<file path="config.mk">
export PLATFORM = sky130hd
export DESIGN_NAME = cic3_dsf_dec_flat
export DESIGN_NICKNAME = d
export VERILOG_FILES = /design/src/rtl/cic3_dsf_dec_if.sv /design/src/rtl/cic3_dsf_dec.sv /design/src/flat_wrapper.sv
export SDC_FILE = /design/constraint.sdc
export NUM_CORES = 1
export LEC_CHECK = 0
export CAP_MARGIN = 0
export CORE_MARGIN = 3
export CORE_UTILIZATION = 63
export DETAILED_ROUTE_END_ITERATION = 16
export PLACE_DENSITY = 0.89
export SYNTH_ARGS = -nofsm -noshare
export SYNTH_HDL_FRONTEND = slang
export SYNTH_SLANG_ARGS = --single-unit
</file>
<file path="constraint.sdc">
create_clock -name clki -period 9.1 [get_ports clki]
set_input_delay 1.82 -clock clki [delete_from_list [all_inputs] [get_ports clki]]
set_output_delay 1.82 -clock clki [all_outputs]
set_load 0.05 [all_outputs]
</file>
<file path="src/rtl/cic3_dsf_dec_if.sv">
// cic3_dsf_dec_if: sample-stream side of the CIC decimator (ratio select, input bits, PCM output)
interface cic3_dsf_dec_if;
  logic [1:0]  srat;
  logic [1:0]  din;
  logic [31:0] dout;
  modport master (output srat, output din, input dout);
  modport slave (input srat, input din, output dout);
endinterface

</file>
<file path="src/rtl/cic3_dsf_dec.sv">
// cic3_dsf_dec: third-order CIC decimator turning a 2-bit sigma-delta stream into 32-bit PCM every R cycles
module cic3_dsf_dec (
  input logic          clki,
  input logic          rst_n,
  input logic          clko,
  cic3_dsf_dec_if.slave bus
);
  logic [31:0] x, i1, i2, i3, d1, d2, d3, c1, c2, c3;
  logic [5:0]  cnt, rm1;
  logic [1:0]  srat_q;
  logic        flush, strobe;
  logic        unused_clko;
  assign unused_clko = clko;
  // Sign-extend input, decode R-1 from the registered ratio, detect ratio change, evaluate combs
  always_comb begin
    x      = {{30{bus.din[1]}}, bus.din};
    rm1    = 6'((7'd8 << srat_q) - 7'd1);
    flush  = bus.srat != srat_q;
    strobe = !flush && cnt == rm1;
    c1     = i3 - d1;
    c2     = c1 - d2;
    c3     = c2 - d3;
  end
  // Ratio register; a mismatch with the live select triggers the flush
  always_ff @(posedge clki or negedge rst_n)
    if (!rst_n) srat_q <= 2'd0;
    else        srat_q <= bus.srat;
  // Integrator chain, running every cycle with modulo-2^32 wrap
  always_ff @(posedge clki or negedge rst_n)
    if (!rst_n) begin
      i1 <= '0;
      i2 <= '0;
      i3 <= '0;
    end else begin
      i1 <= flush ? '0 : i1 + x;
      i2 <= flush ? '0 : i2 + i1;
      i3 <= flush ? '0 : i3 + i2;
    end
  // Decimation counter; the flush cycle leaves it at 0 so the next cycle opens a fresh period
  always_ff @(posedge clki or negedge rst_n)
    if (!rst_n) cnt <= '0;
    else        cnt <= (flush || strobe) ? '0 : cnt + 6'd1;
  // Comb delays advance only on the strobe; flush clears them
  always_ff @(posedge clki or negedge rst_n)
    if (!rst_n) begin
      d1 <= '0;
      d2 <= '0;
      d3 <= '0;
    end else if (flush) begin
      d1 <= '0;
      d2 <= '0;
      d3 <= '0;
    end else if (strobe) begin
      d1 <= i3;
      d2 <= c1;
      d3 <= c2;
    end
  // Output word updates on the strobe and holds otherwise, including through a flush
  always_ff @(posedge clki or negedge rst_n)
    if (!rst_n)      bus.dout <= '0;
    else if (strobe) bus.dout <= c3;
endmodule

</file>
<file path="src/flat_wrapper.sv">
// flat-port wrapper written by rule: the top's interface ports become plain ports
module cic3_dsf_dec_flat 
  (clki, rst_n, clko, bus_srat, bus_din, bus_dout);
  cic3_dsf_dec_if bus_i ();
  input logic clki;
  input logic rst_n;
  input logic clko;
  input wire logic [$bits(bus_i.srat)-1:0] bus_srat;
  input wire logic [$bits(bus_i.din)-1:0] bus_din;
  output wire logic [$bits(bus_i.dout)-1:0] bus_dout;
  assign bus_i.srat = bus_srat;
  assign bus_i.din = bus_din;
  assign bus_dout = bus_i.dout;
  cic3_dsf_dec u_core (.clki(clki), .rst_n(rst_n), .clko(clko), .bus(bus_i));
endmodule
</file>
==> results of run 1 <==
[stage by stage]
stage | worst slack (ps) | instance area [µm²]
after detailed placement | 1860 | 18100
final | 1720 | 19000
after global placement | 2120 | 18100
after floorplan | 2900 | 17400
after global routing | 1330 | 19000
after CTS | 1820 | 19000
[worst paths after layout]
path,endpoint,slack [ps],depth (start not counted)
worst max-delay path,u_core.bus.dout[30],1720,31
worst min-delay path,u_core.cnt[0],460,1
worst max register to register,u_core.bus.dout[30],1720,31
worst min register to register,u_core.cnt[0],460,1
max in group asynchronous,u_core.i2[17],6430,2
min in group asynchronous,u_core.d3[10],1300,1
[state kept, by name (all words and copies together) (netlist names)]
name             count
u_core.d3           32
u_core.d1           32
u_core.i1           32
u_core.i3           32
u_core.bus.dout     32
u_core.d2           32
u_core.cnt           6
u_core.srat_q        2
u_core.i2           32
[per-layer routing]
metal  part of all wire, %  track usage [%]
met1                    44             31.0
met2                    50             47.1
met3                   3.4             2.81
met4                   2.6             7.43
met5                     0                0
[layout make-up]
cell class / instances / area, µm²
repair buffers: 48 / 458
inverters: 139 / 522
flip-flops and latches: 232 / 5810
clock inverters: 12 / 196
multi-input cells: 1624 / 10900
well taps: 341 / 427
fillers: 2068 / 7980
clock buffers: 37 / 753
[synthesized netlist by cell type, types with 11 or more instances]
library cell	count	share of area (%)
clkbuf_1	56	1.2
a21o_1	85	3.7
or3_1	21	0.75
o31ai_1	13	0.56
o21a_1	18	0.78
a211oi_1	14	0.60
dfrtp_1	232	33
a21oi_1	222	6.4
nor3b_1	12	0.52
o21bai_1	27	1.2
ha_1	187	13
nand2_1	276	6.0
xor2_1	60	3.0
nor3_1	34	0.98
nor2b_1	19	0.68
o21ai_1	13	0.37
xnor2_1	89	4.5
nand3_1	42	1.2
nand4_1	13	0.47
a31oi_1	19	0.68
o21ai_0	95	2.7
nand2b_1	14	0.50
inv_1	139	3.0
nor2_1	160	3.5
mux2i_1	11	0.63
and3_1	36	1.3
[critical path, delay by kind of cell, from the launching register on]
| family | cells | cell delay (ps) |
|---|---|---|
| DFF | 1 | 400 |
| AOI/OAI and AO/OA | 17 | 3790 |
| and+or+nand+nor | 5 | 1140 |
| adders and majority gates | 4 | 1190 |
| buffers and inverters | 2 | 110 |
| xor gates and xnor gates | 3 | 590 |
[report_power, final]
part	switching (µW)	internal, µW	total [µW]
Sequential	35.2	1070	1110
Combinational	1910	1440	3350
Clock	437	719	1160
Total	2380	3230	5610
[cell families (layout without fill, tap and decap cells)]
group,count (synthesis),in the layout
xor+xnor,151,151
compound gates,597,597
mux,14,14
buf+inv,198,236
fa+ha+maj,193,193
flops,232,232
simple gates,669,669
==> results by group, run 1 <==
STA
  • Hold_ws: between 400 and 500 ps
  • Period Utilization, post-route: 81.1%
  • Fin crit period: around 7400 ps
  • Hold Vio Cnt, Final: 0
  • Max-slew headroom: approximately two fifths
  • Setup TNS Final: 0 ps
  • Highest Clock Rate: 136 MHz
  • RSZ-0062 raised after global routing: false
  • Max Slew Vio Count: 0
  • Worst slew pin tran: 922 ps
  • Setup violations, final: 0
  • Clk_skew: between 20 and 25 ps

Detailed routing
  • Vias: ~15k
  • First DRT Iteration DRCs: about 850
  • First-pass DRT Iterations: 7
  • Final antenna-violating net count: 0
  • DRC errors left: 0
  • WL/cell: ~16 µm
  • DR vias/cell: 6.00
  • Drt total wl: roughly 38,000 µm

Die
  • Core Region: roughly 0.027 mm²
  • Core Rows: 60
  • I/O pins: 39
  • Chip Height: about 170 µm
  • Initial Util: ~64%
  • Die area: 0.0297 mm²
  • Chip width: about 170 µm

Placement
  • Final Wtd Congestion: ~0.92
  • # port buffers: 37
  • Detailed Place HPWL: approximately 27,000 µm
  • DP Cell Count: approximately 2.4k

Yosys
  • Syn Inst Count: roughly 2.1k
  • Share of flip-flops with an asynchronous set or reset: 100%
  • Synthesized cell area: between 0.015 and 0.02 mm²
  • XOR/XNOR Fraction of Synth Area: slightly below 8%
  • Post-synthesis register bit count: 232
  • EDFF count, synth: 0
  • Sequential area share after synthesis: between 30% and 40%
  • Adder-Cell Fraction of Synth Area: 14.1%
  • Main synth FF type: dfrtp_1
  • Syn Area/Cell: between 8 and 9 µm²
  • Largest family of logic cells by synthesized area: compound AO/OA/AOI/OAI gates
  • Synth cell types: 81
  • Syn. warnings: 0
  • Net count after synthesis: between 2k and 2.5k
  • Mux share of post-synthesis cell area: less than 1%
  • Simple-gate share of the synthesized area: between 15 and 20%
  • Post-synthesis compound-gate area fraction: between 20% and 30%

Setup path
  • Critical path fanouts, max: 6
  • Critical Path AT: a little under 8000 ps
  • CP max stage cell: a211oi_1
  • Reg-to-Reg Start: u_core.i3[0]
  • CP max stage delay: 470 ps
  • Critical path capture point type: flip-flop
  • Critical path startpoint: u_core.i3[0]
  • Worst setup SP type: flip-flop
  • Critical path class: flip-flop to flip-flop
  • Critical Path Most Common Cell: a21oi_1
  • Crit path required time: 9500 ps

Clocking
  • Post-CTS Resized: 0
  • Post-CTS Setup Repair Bufs: 0
  • Clock Sinks: ~230
  • Register clock-pin slew on the reported worst setup and hold paths: around 60 ps
  • CTS tree: built
  • Worst-Skew Late Latency: roughly 550 ps
  • # hold bufs at CTS: 0
  • H-tree depth: 1
  • Root buf cell: clkbuf_16
  • Clk buf depth: 3
  • TritonCTS Buffers: 27

GRT
  • First-pass GRT wire length: 63,800 µm
  • Initial antenna violation count: 0
  • GR Util All Layers: between 20 and 30%
  • Vias in the first global route: 14.3k
  • Largest net degree at the start of global routing: around 100
  • GRT overflow: 0

Min path
  • Hold_sp: u_core.cnt[0]
  • Min-Delay Path Class: flip-flop to flip-flop

Power
  • Leak Pwr: ~0.0089 µW
  • Pwr Total: between 5000 and 6000 µW
  • Power Dens Cells: between 200 and 300 mW/mm²
  • Highest ir drop seen on vdd: between 0.00015 and 0.0002 V

Final layout
  • Non-Filler Instances: about 2.4k
  • Nets: around 2.3k
  • Most common library cell in the layout ignoring fill and taps: nand2_1
  • Finished Core Util: 70.5%
  • Fraction of final layout cells sized beyond drive strength 1: between 4 and 5%
  • Commonest cells after routing, fill and taps aside: nand2_1, dfrtp_1, a21oi_1
  • Number of diodes: 0
  • P&R area growth vs syn: 9.42%

Outcome
  • Status: complete, no violations

Flow run
  • Max cap viols: 0
Note: power is estimated with default switching activity, not from simulation.
==> inputs of run 2 (changes only) <==
Clock period 9.1 ns to 7 ns, I/O delays scaled along.
==> run 2 against run 1 <==
  * Flip-flop and latch count unchanged
  * Clock power grew 24%
  * Cell area increased by 0.49%
==> results by group, run 2 (synthesis results as in run 1) <==
Outcome
  • Status: complete, no violations (unchanged)

GRT
  • Initial antenna violation count: 0 (unchanged)
  • GR Util All Layers: 25.4% (was 25.3%)
  • Largest net degree at the start of global routing: 158 (was 101)
  • First-pass GRT wire length: 64,200 µm (was 63,800 µm)
  • Vias in the first global route: 14.4k (was 14.3k)
  • GRT overflow: 0 (unchanged)

Detailed routing
  • DRC errors left: 0 (unchanged)
  • Drt total wl: 37,800 µm (about the same)
  • First DRT Iteration DRCs: 927 (was 847)
  • DR vias/cell: 6.03 (was 6.00)
  • WL/cell: 15.5 µm (about the same)
  • Vias: 14.7k (was 14.6k)
  • Final antenna-violating net count: 0 (unchanged)
  • First-pass DRT Iterations: 5 (was 7)

Power
  • Leak Pwr: 0.00897 µW (was 0.00893 µW)
  • Sw Ratio: 42.9% (was 42.4%)
  • Highest ir drop seen on vdd: 0.000257 V (was 0.000176 V)
  • Comb pwr share: 61.2% (was 59.7%)
  • Clock power frac: 19.4% (was 20.6%)
  • Int Power: 4240 µW (was 3230 µW)
  • Sw Pwr: 3180 µW (was 2380 µW)
  • Pwr Total: 7420 µW (was 5610 µW)
  • Reg power frac: 19.4% (was 19.7%)
  • Power Dens Cells: 388 mW/mm² (was 295 mW/mm²)

Setup path
  • Worst setup SP type: flip-flop (unchanged)
  • Critical path fanouts, max: 5 (was 6)
  • Critical path capture point type: flip-flop (unchanged)
  • Reg2Reg Depth: 32 (was 31)
  • Critical Path AT: 7210 ps (was 7780 ps)
  • CP max stage cell: or4_1 (was a211oi_1)
  • R2R setup slack: 200 ps (was 1720 ps)
  • Critical path class: flip-flop to flip-flop (unchanged)
  • Reg-to-Reg Start: u_core.i3[0] (unchanged)
  • Crit path required time: 7410 ps (was 9500 ps)
  • R2r endpoint: u_core.bus.dout[30] (unchanged)
  • CP max stage delay: 420 ps (was 470 ps)

Die
  • Chip Height: 172 µm (unchanged)
  • Chip width: 172 µm (unchanged)
  • Die area: 0.0297 mm² (unchanged)
  • I/O pins: 39 (unchanged)
  • Initial Util: 64.4% (unchanged)
  • Core Rows: 60 (unchanged)
  • Core Region: 0.0270 mm² (unchanged)

Placement
  • Final Wtd Congestion: 0.934 (was 0.920)
  • DP Worst Slack: 114 ps (was 1860 ps)
  • Detailed Place HPWL: 27,400 µm (was 27,100 µm)
  • # port buffers: 37 (unchanged)

Final layout
  • Number of diodes: 0 (unchanged)
  • Finished Core Util: 70.8% (was 70.5%)
  • Sequential cell area: 0.00581 mm² (unchanged)
  • Fill cells: 2,008 (was 2,068)
  • P&R area growth vs syn: 9.95% (was 9.42%)
  • Multi-input gate area: 0.0110 mm² (was 0.0109 mm²)
  • Most common library cell in the layout ignoring fill and taps: nand2_1 (unchanged)
  • Commonest cells after routing, fill and taps aside: nand2_1, dfrtp_1, a21oi_1 (unchanged)
  • Nets: 2,278 (was 2,272)
  • Fraction of final layout cells sized beyond drive strength 1: 5.77% (was 4.73%)

Min path
  • WHS Path Cells: 1 (unchanged)
  • Hold_sp: u_core.cnt[0] (unchanged)
  • Min-Delay Path Class: flip-flop to flip-flop (unchanged)
  • Worst Hold Path EP: u_core.cnt[0] (unchanged)

Clocking
  • Register clock-pin slew on the reported worst setup and hold paths: 60 ps (about the same)
  • Clock Sinks: 232 (unchanged)
  • Clk buf depth: 3 (unchanged)
  • H-tree depth: 1 (unchanged)
  • Root buf cell: clkbuf_16 (unchanged)
  • Worst-Skew Late Latency: 550 ps (about the same)
  • TritonCTS Buffers: 27 (unchanged)
  • CTS tree: built (unchanged)

STA
  • Max-slew headroom: 34.0% (was 38.5%)
  • Max Slew Vio Count: 0 (unchanged)
  • Setup TNS Final: 0 ps (unchanged)
  • Final WS setup: 201 ps (was 1720 ps)
  • Period Utilization, post-route: 97.1% (was 81.1%)
  • Worst slew pin tran: 965 ps (was 922 ps)
  • Clk_skew: 11.6 ps (was 21.7 ps)
  • Fin crit period: 6800 ps (was 7380 ps)
  • Highest Clock Rate: 147 MHz (was 136 MHz)
  • Hold Vio Cnt, Final: 0 (unchanged)
  • Setup violations, final: 0 (unchanged)

Flow run
  • Max cap viols: 0 (unchanged)
[run 2: worst max-delay path, delay by kind of cell (launching register included)]
| family | cells | cell delay (ps) |
|---|---|---|
| AOI/OAI and AO/OA | 17 | 3260 |
| adders and majority gates | 4 | 1180 |
| buffers and inverters | 2 | 110 |
| and+or+nand+nor | 7 | 1440 |
| xor gates and xnor gates | 2 | 270 |
| DFF | 1 | 400 |
[run 2: worst max-delay path by stage]
stage	start	to	slack [ps]	cells after the start
3_5_place_dp	u_core.i3[0]	u_core.bus.dout[30]	110	32
6_report	u_core.i3[0]	u_core.bus.dout[30]	200	32
3_3_place_gp	u_core.i3[0]	u_core.bus.dout[30]	300	32
2_1_floorplan	u_core.i3[0]	u_core.bus.dout[30]	800	32
5_1_grt	u_core.i3[0]	u_core.bus.dout[30]	-70	32
4_1_cts	u_core.i3[0]	u_core.bus.dout[30]	0.1	32
[run 2: power groups by stage]
stage | Sequential [µW] | Clock, µW | Combinational, µW
global route | 1440 | 1510 | 4990
global placement | 1460 | 0 | 4150
detailed placement | 1460 | 0 | 4320
floorplan | 1440 | 0 | 3520
CTS | 1440 | 1460 | 4350
finish | 1440 | 1440 | 4540
[run 2: metal layers]
| metal | share of wire, % | vias to the layer above | wire length (µm) | GRT usage (%) |
|---|---|---|---|---|
| li1 | - | 7331 | - | - |
| met2 | 50 | 327 | 18700 | 46.7 |
| met5 | 0 | - | 0 | 0 |
| met1 | 44 | 6923 | 16500 | 31.0 |
| met3 | 3.2 | 112 | 1210 | 2.51 |
| met4 | 3.6 | 0 | 1370 | 9.34 |
[run 2: layout make-up]
cell class / instances / share of cell area (%)
Sequential cell: 232 / 30.3
Inverter: 139 / 2.73
Multi-Input combinational cell: 1624 / 57.3
Clock inverter: 9 / 0.647
Tap cell: 341 / 2.23
Clock buffer: 39 / 4.08
Timing Repair Buffer: 54 / 2.69
[run 2: per-stage QoR]
step / instances / instance area, µm² / hold slack (ps)
after floorplan: 2054 / 17400 / 432
after global placement: 2388 / 18100 / 449
after detailed placement: 2388 / 18100 / 462
after CTS: 2436 / 19000 / 478
after global routing: 2438 / 19100 / 491
final: 2438 / 19100 / 469
[run 2: repair_timing]
action | in CTS | in global routing
endpoints found under the setup margin | 1 | 6
gates resized for setup | 1 | 19
gates cloned | 0 | 0
hold buffers | 0 | 0
pin swaps | 0 | 5
setup buffers | 0 | 2
==> inputs of run 3 (changes only) <==
Settings changed: CTS_CLUSTER_DIAMETER set to 120.
==> results of run 3 <==
Same layout as run 2: the final DEF is identical, and so are final timing and power.
